===== config.mk =====
export PLATFORM = sky130hd
export DESIGN_NAME = col_feeder_flat
export DESIGN_NICKNAME = d
export VERILOG_FILES = /design/src/rtl/col_feeder_if.sv /design/src/rtl/col_feeder.sv /design/src/flat_wrapper.sv
export SDC_FILE = /design/constraint.sdc
export NUM_CORES = 1
export LEC_CHECK = 0
export ABC_AREA = 0
export CORE_ASPECT_RATIO = 0.8
export CORE_MARGIN = 2
export CORE_UTILIZATION = 61
export DETAILED_ROUTE_END_ITERATION = 6
export DONT_BUFFER_PORTS = 1
export HOLD_SLACK_MARGIN = 0.08
export PLACE_DENSITY_LB_ADDON = 0.3
export REMOVE_ABC_BUFFERS = 1
export SYNTH_ARGS = -nofsm -noshare
export SYNTH_HDL_FRONTEND = slang
export SYNTH_SLANG_ARGS = --single-unit

===== constraint.sdc =====
create_clock -name clk -period 2.2 [get_ports clk]
set_clock_uncertainty 0.15 [all_clocks]
set_input_delay 0.33 -clock clk [delete_from_list [all_inputs] [get_ports clk]]
set_output_delay 0.33 -clock clk [all_outputs]
set_load 0.01 [all_outputs]

===== src/rtl/col_feeder_if.sv =====
// Upstream pixel stream into col_feeder: a valid/ready handshake carrying one pixel per beat.
// The source drives the master modport and col_feeder takes the slave modport.
interface col_feeder_if #(
  parameter int DATA_WIDTH = 16
) ();
  logic                  s_valid;
  logic [DATA_WIDTH-1:0] s_data;
  logic                  s_ready;

  modport master (
    output s_valid,
    output s_data,
    input  s_ready
  );

  modport slave (
    input  s_valid,
    input  s_data,
    output s_ready
  );
endinterface


===== src/rtl/col_feeder.sv =====
// Column feeder: writes KSIZE pixels per column into the global buffer, then waits for the consumer to read it.
// Optional feature: define COL_FEEDER_ABORT_EN to add a synchronous abort input that returns the FSM to IDLE.
module col_feeder #(
  parameter int DATA_WIDTH = 16,
  parameter int KSIZE      = 5,
  parameter int ADDR_W     = 3
) (
  input  logic                  clk,
  input  logic                  nrst,
  input  logic                  go,
  input  logic [5:0]            num_cols,
`ifdef COL_FEEDER_ABORT_EN
  input  logic                  abort,
`endif
  col_feeder_if.slave           up,
  input  logic                  rd_ack,
  output logic                  start,
  output logic                  wr_ctrl_g,
  output logic [ADDR_W-1:0]     adrs_out,
  output logic [DATA_WIDTH-1:0] g_data,
  output logic                  col_valid,
  output logic [5:0]            round,
  output logic                  done
);

  localparam logic [ADDR_W-1:0] LAST_ADDR = ADDR_W'(KSIZE - 1);

  typedef enum logic [1:0] {
    IDLE     = 2'd0,
    FILL     = 2'd1,
    WAIT_ACK = 2'd2
  } state_t;

  state_t            state;
  logic [ADDR_W-1:0] addr;
  logic [5:0]        ncols;
  logic              s_ready_r;
  logic              accept;
  logic              abort_i;

`ifdef COL_FEEDER_ABORT_EN
  assign abort_i = abort;
`else
  assign abort_i = 1'b0;
`endif

  // s_ready_r is high exactly while in FILL, so this is the accept condition.
  assign accept     = up.s_valid && s_ready_r;
  assign up.s_ready = s_ready_r;

  always_ff @(posedge clk or negedge nrst) begin
    if (!nrst) begin
      state     <= IDLE;
      addr      <= '0;
      ncols     <= '0;
      round     <= '0;
      s_ready_r <= 1'b0;
      start     <= 1'b0;
      wr_ctrl_g <= 1'b0;
      adrs_out  <= '0;
      g_data    <= '0;
      col_valid <= 1'b0;
      done      <= 1'b0;
    end else begin
      start     <= 1'b0;
      done      <= 1'b0;
      wr_ctrl_g <= 1'b0;

      if (abort_i) begin
        state     <= IDLE;
        addr      <= '0;
        col_valid <= 1'b0;
        s_ready_r <= 1'b0;
      end else begin
        case (state)
          IDLE: begin
            if (go) begin
              ncols     <= (num_cols == 6'd0) ? 6'd1 : num_cols;
              round     <= 6'd1;
              addr      <= '0;
              start     <= 1'b1;
              s_ready_r <= 1'b1;
              state     <= FILL;
            end
          end

          FILL: begin
            if (accept) begin
              wr_ctrl_g <= 1'b1;
              adrs_out  <= addr;
              g_data    <= up.s_data;
              addr      <= addr + 1'b1;
              // Final pixel: the column becomes visible on the same edge as its last strobe.
              if (addr == LAST_ADDR) begin
                s_ready_r <= 1'b0;
                col_valid <= 1'b1;
                state     <= WAIT_ACK;
              end
            end
          end

          WAIT_ACK: begin
            if (rd_ack) begin
              col_valid <= 1'b0;
              if (round < ncols) begin
                round     <= round + 6'd1;
                addr      <= '0;
                s_ready_r <= 1'b1;
                state     <= FILL;
              end else begin
                done      <= 1'b1;
                s_ready_r <= 1'b0;
                state     <= IDLE;
              end
            end
          end

          default: begin
            state     <= IDLE;
            addr      <= '0;
            s_ready_r <= 1'b0;
            col_valid <= 1'b0;
          end
        endcase
      end
    end
  end

endmodule


===== src/flat_wrapper.sv =====
// flat-port wrapper written by rule: the top's interface ports become plain ports
module col_feeder_flat 
#(
  parameter int DATA_WIDTH = 16,
  parameter int KSIZE      = 5,
  parameter int ADDR_W     = 3
)
  (clk, nrst, go, num_cols, rd_ack, start, wr_ctrl_g, adrs_out, g_data, col_valid, round, done, up_s_valid, up_s_data, up_s_ready);
  col_feeder_if #(.DATA_WIDTH(DATA_WIDTH)) up_i ();
  input  logic clk;
  input  logic nrst;
  input  logic go;
  input  logic [5:0] num_cols;
  input  logic rd_ack;
  output logic start;
  output logic wr_ctrl_g;
  output logic [ADDR_W-1:0] adrs_out;
  output logic [DATA_WIDTH-1:0] g_data;
  output logic col_valid;
  output logic [5:0] round;
  output logic done;
  input wire logic [$bits(up_i.s_valid)-1:0] up_s_valid;
  input wire logic [$bits(up_i.s_data)-1:0] up_s_data;
  output wire logic [$bits(up_i.s_ready)-1:0] up_s_ready;
  assign up_i.s_valid = up_s_valid;
  assign up_i.s_data = up_s_data;
  assign up_s_ready = up_i.s_ready;
  col_feeder #(.DATA_WIDTH(DATA_WIDTH), .KSIZE(KSIZE), .ADDR_W(ADDR_W)) u_core (.clk(clk), .nrst(nrst), .go(go), .num_cols(num_cols), .up(up_i), .rd_ack(rd_ack), .start(start), .wr_ctrl_g(wr_ctrl_g), .adrs_out(adrs_out), .g_data(g_data), .col_valid(col_valid), .round(round), .done(done));
endmodule

=== Word-level counts from Yosys, hierarchy flattened ===
Cells that the tools add are included.

* $add $sub $neg: 2
* Multipliers: 0
* Div/mod/pow operators: 0
* Magnitude comparators: 1
* Equal/unequal tests: 8
* Shift operators: 0
* Mux-type cells: 33
* Bitwise operators: 1
* Reduce and logical (&&, ||, !) cells: 10

{| class="wikitable"
|+ Operators by type and width
! kind !! count
|-
| 6-bit 2-to-1 mux || 4
|-
| 1-bit 2-to-1 mux || 16
|-
| 4-bit AND reduction || 4
|-
| 3-bit 2-to-1 mux || 4
|-
| 6-bit one-hot mux with 2 select lines || 1
|-
| 3-bit one-hot mux with 3 select lines || 1
|-
| 2-bit 2-to-1 mux || 4
|-
| 6-bit by 1-bit adder with 6-bit output, second input constant || 1
|-
| 6-bit logical NOT || 1
|-
| 6-bit < comparator || 1
|-
| 2-bit by 1-bit != test with 1-bit output, second input constant || 3
|-
| 1-bit one-hot mux with 3 select lines || 2
|-
| 2-bit one-hot mux with 3 select lines || 1
|-
| 2-bit != test, second input constant || 2
|-
| 2-bit AND reduction || 2
|-
| 3-bit by 1-bit adder with 3-bit output, second input constant || 1
|-
| 3-bit == test, second input constant || 1
|-
| 2-bit by 1-bit == test with 1-bit output, second input constant || 1
|-
| 2-bit == test, second input constant || 1
|-
| 2-bit logical NOT || 1
|-
| 2-bit nonzero test || 1
|-
| 1-bit logical AND || 1
|-
| 1-bit NOT || 1
|}

* Register bits after elaboration: 41
* Latch bits: 0
* RAM bits: 0
* Memory bits (read-only): 0
* Input bits: 27
* Output and inout bits: 30
* Logic and storage cells: 66
* Memories kept: 0

=== Logic depth before layout (Yosys ltp) ===
* Word-level depth: 4
* Depth in mapped cells: 7
* Gate-level depth less buffers: 7

=== Worst setup path after synthesis ===
Ideal clock, no wire load.

* Path type: register to register
* From: register u_core.round[5]
* To: register u_core.addr[0]
* Library setup time: 0.125 ns
* Arrival: 1.626 ns
* Data required time: 1.925 ns
* Slack: 0.299 ns
* Cell stages (with the launch flop): 7
* Buffers on the path: 0
* Clock period less this slack: 1.901 ns
* Cell sequence: dfrtp_1 -> ha_1 -> a21oi_1 -> o21a_1 -> o21ai_1 -> a21o_1 -> mux2_2

* Cells in the longest elaborated chain, start to end: 3

{| class="wikitable"
|+ Ends and longest elaborated chain
! item !! RTL line !! source
|-
| from (decl) || col_feeder.sv:22 || <nowiki>output logic [5:0] round,</nowiki>
|-
| from (signal assigned) || col_feeder.sv:106 || <nowiki>round <= round + 6'd1;</nowiki>
|-
| 6-bit < comparator || col_feeder.sv:105 || <nowiki>if (round < ncols) begin</nowiki>
|-
| 2-bit by 1-bit != test with 1-bit output (no source line) || n/a ||
|-
| 4-bit AND reduction (no source line) || n/a ||
|-
| to (signal assigned) || col_feeder.sv:92 || <nowiki>addr <= addr + 1'b1;</nowiki>
|-
| to (decl) || col_feeder.sv:35 || <nowiki>logic [ADDR_W-1:0] addr;</nowiki>
|}

No other way between the ends.
A chain may end at the register's enable or synchronous reset.

=== Worst setup path after layout ===
* From: register u_core.round[4]
* To: register u_core.round[4]

* Cells in the longest elaborated chain, start to end: 4
* Elaborated cells between the ends (all ways): 7
* Those cells by class: add/sub (1); order compare (1); eq/ne (1); mux (3); reduce/logical (1)

{| class="wikitable"
|+ Ends and longest elaborated chain
! item !! RTL line !! source
|-
| 6-bit by 1-bit adder with 6-bit output || col_feeder.sv:106 ||
|-
| 6-bit 2-to-1 mux || col_feeder.sv:105 ||
|-
| 6-bit 2-to-1 mux || col_feeder.sv:103 || <nowiki>if (rd_ack) begin</nowiki>
|-
| 6-bit one-hot mux with 2 select lines || col_feeder.sv:75 || <nowiki>case (state)</nowiki>
|}

Several ways; a longest one is shown, not always the timed one. The select of a mux whose other input is x is not followed.

==> run_results.csv <==
group,metric,value,unit
route,wirelength,4420,um
layout,utilization,82.3,%
synthesis,ys_seq_area_share,55.1,%
critical_path,r2r_end,"u_core.round[4]$_DFFE_PN0P_",
route,drt-wirelength-per-cell,16.0,um
synthesis,ys_types,29,
floorplan,row_count,17,
synthesis,synth-seq-cells,41,
critical_path,critPathLaunch,"u_core.round[4]$_DFFE_PN0P_",
grt,grt_usage,28.0,%
route,firstDrtPassIters,4,
floorplan,die_h,53.4,um
timing,clock.fmax,0.489,GHz
power_and_ir_drop,power.switching,1.07,mW
job,maxCapViolCount,0,
power_and_ir_drop,switching_share,36.8,%
synthesis,synth_area,1860,um2
grt,antenna_found_initial,0,
grt,grt_pass1_wl,7120,um
timing,setup_viol,0,
timing,fin_tns_setup,0,ns
route,drc_errors,0,
layout,layout_common_cells,"nand2_1 (68), dfrtp_1 (41), dlygate4sd3_1 (24)",
layout,layout-drive-gt1-share,8.37,%
synthesis,avgSynthCellArea,8.99,um2
floorplan,dieArea,3510,um2
critical_path,reg2reg_from,"u_core.round[4]$_DFFE_PN0P_",
layout,nets,273,
layout,ff_latch_area,1030,um2
place,io_buffers,0,
clocking,htree_levels,2,
floorplan,pin_count,57,
critical_path,arrival,2.13,ns
clocking,tritoncts,"done",
timing,maxSlewViolCount,0,
clocking,cts_resized,0,
critical_path,cp-endpoint,"u_core.round[4]$_DFFE_PN0P_",
grt,grt.overflow.total,0,
critical_path,path_max_fanout,8,
clocking,cts_buffers,5,
route,routed-via-count,1583,
power_and_ir_drop,pwr-share-clk,24.2,%
place,gp_congestion,0.807,
layout,area_growth_syn_to_layout,25.1,%
critical_path,worstSetupEndpointType,"flip-flop",
clocking,insertion_delay,0.30,ns
timing,finalCriticalPeriod,2.04,ns
run_status,status,"finished, final reports clean",
route,vias_per_cell,5.71,
layout,final_common_cell,"nand2_1",
power_and_ir_drop,power.density,1250,nW/um2
floorplan,start_util,65.8,%
power_and_ir_drop,p_leak,1.13,nW
synthesis,synthCells,207,
power_and_ir_drop,intPower,1.84,mW
critical_path,cp_data_required_time,2.28,ns
clocking,clk_pin_slew_worst_paths,0.08,ns
timing,rsz0062_at_grt,"false",
clocking,clkSinkCount,41,
grt,grt_max_degree,42,
clocking,root_buffer,"clkbuf_8",
grt,grt_pass1_vias,1546,
critical_path,criticalPathCategory,"flip-flop to flip-flop",
timing,maxSlewHeadroom,65.3,%
synthesis,synth_warnings,0,
place,hpwl,2770,um
route,drt_iter0_markers,108,
min_path,hold_path_class,"primary input to flip-flop",
floorplan,coreArea,2830,um2
layout,antenna_cells,0,
layout,multi_input_area,759,um2
power_and_ir_drop,peakVddDrop,821,uV
route,ant_nets,0,
timing,finalHoldViolCount,0,
timing,tightest_slew,0.518,ns
critical_path,critPathLaunchType,"flip-flop",
power_and_ir_drop,seq_power_share,47.4,%
critical_path,r2r_cells,5,
clocking,clock_path_buffers,2,
power_and_ir_drop,p_comb_share,28.3,%
critical_path,r2r_slack,0.16,ns
floorplan,chipWidth,65.8,um
layout,nFillCells,172,
timing,period_share,92.9,%
[worst min-delay path by stage]
stage                 from                            to  cells after the start
3_3_place_gp          nrst  u_core.col_valid$_DFFE_PN0P_                      0
6_report       num_cols[4]   u_core.ncols[0]$_DFFE_PN0P_                      3
2_1_floorplan         nrst    u_core.addr[0]$_DFFE_PN0P_                      0
5_1_grt        num_cols[4]   u_core.ncols[0]$_DFFE_PN0P_                      3
3_5_place_dp          nrst   u_core.round[1]$_DFFE_PN0P_                      0
4_1_cts        num_cols[4]   u_core.ncols[0]$_DFFE_PN0P_                      3
[cells in the mapped netlist (all sizes together)]
cell / n / share of area, %
or3: 2 / 0.67
nor2: 11 / 2.2
o211ai: 5 / 2.0
a211oi: 1 / 0.40
a21o: 2 / 0.81
mux2i: 1 / 0.54
dfrtp: 41 / 55
nor3: 1 / 0.27
nand4bb: 1 / 0.60
a21oi: 10 / 2.7
inv: 11 / 2.2
mux2: 1 / 0.60
o2bb2ai: 1 / 0.47
nand2: 68 / 14
o21a: 1 / 0.40
nand3b: 1 / 0.40
buf: 1 / 0.27
or2: 3 / 1.0
clkbuf: 8 / 1.6
o21ai: 18 / 4.8
and3: 2 / 0.67
a22o: 2 / 0.94
nand2b: 2 / 0.67
nand4: 2 / 0.67
nand3: 3 / 0.81
ha: 8 / 5.4
[area by class of cell]
cell class	instances	area share [%]
clock buffers	5	2.96
clock inverters	3	2.79
inverters	11	1.77
multi-input cells	146	32.6
flip-flops and latches	41	44.1
well taps	38	2.04
repair buffers	33	13.8
[layer usage]
metal | track usage (%) | up-vias | share of wire [%]
met5 | 0 | - | 0
met1 | 32.9 | 760 | 41
met3 | 7.02 | 9 | 7.1
li1 | - | 743 | -
met2 | 48.8 | 71 | 50
met4 | 12.8 | 0 | 1.5
[what timing repair did]
action,in CTS,in global routing
hold endpoints to repair,65,0
endpoints found under the setup margin,0,1
hold buffers,25,0
buffers inserted,0,3
[sequential cells by signal (all words and copies together) (netlist names), 2 cells and up]
register and count:
u_core.addr 3, u_core.adrs_out 3, u_core.g_data 16, u_core.ncols 6, u_core.round 6, u_core.state 2
[worst max-delay path, cell delays in order, from the launching register on]
cell and delay, ns:
dfrtp_1 0.49, ha_1 0.34, nand4_1 0.12, o21ai_1 0.45
a21o_1 0.27, a22o_1 0.16
[power groups by stage]
stage / sequential, mW / clock, mW / combinational [mW]
after floorplan: 1.33 / 0 / 0.541
after global placement: 1.37 / 0 / 0.685
after detailed placement: 1.39 / 0 / 0.727
after CTS: 1.38 / 0.713 / 0.790
after global routing: 1.42 / 0.742 / 0.946
final: 1.38 / 0.705 / 0.824
[cell families after synthesis]
group / share of synthesized area (%)
adder cells (fa/ha/maj): 5.38
flip-flops: 55.1
AO/OA/AOI/OAI: 12.6
multiplexers: 1.14
buffers and inverters: 4.10
AND/OR/NAND/NOR: 21.7
[per-stage QoR]
stage	power (mW)	setup slack (ns)	cell area, um2	cells	hold WS (ns)
after floorplan	1.87	0.267	1830	198	-0.116
after global placement	2.06	0.258	1910	241	-0.115
after detailed placement	2.12	0.235	1910	241	-0.115
after CTS	2.88	0.204	2310	274	0.115
after global routing	3.11	0.0417	2330	277	0.142
final	2.91	0.157	2330	277	0.112
No activity file was read; power rests on OpenSTA's default activity.
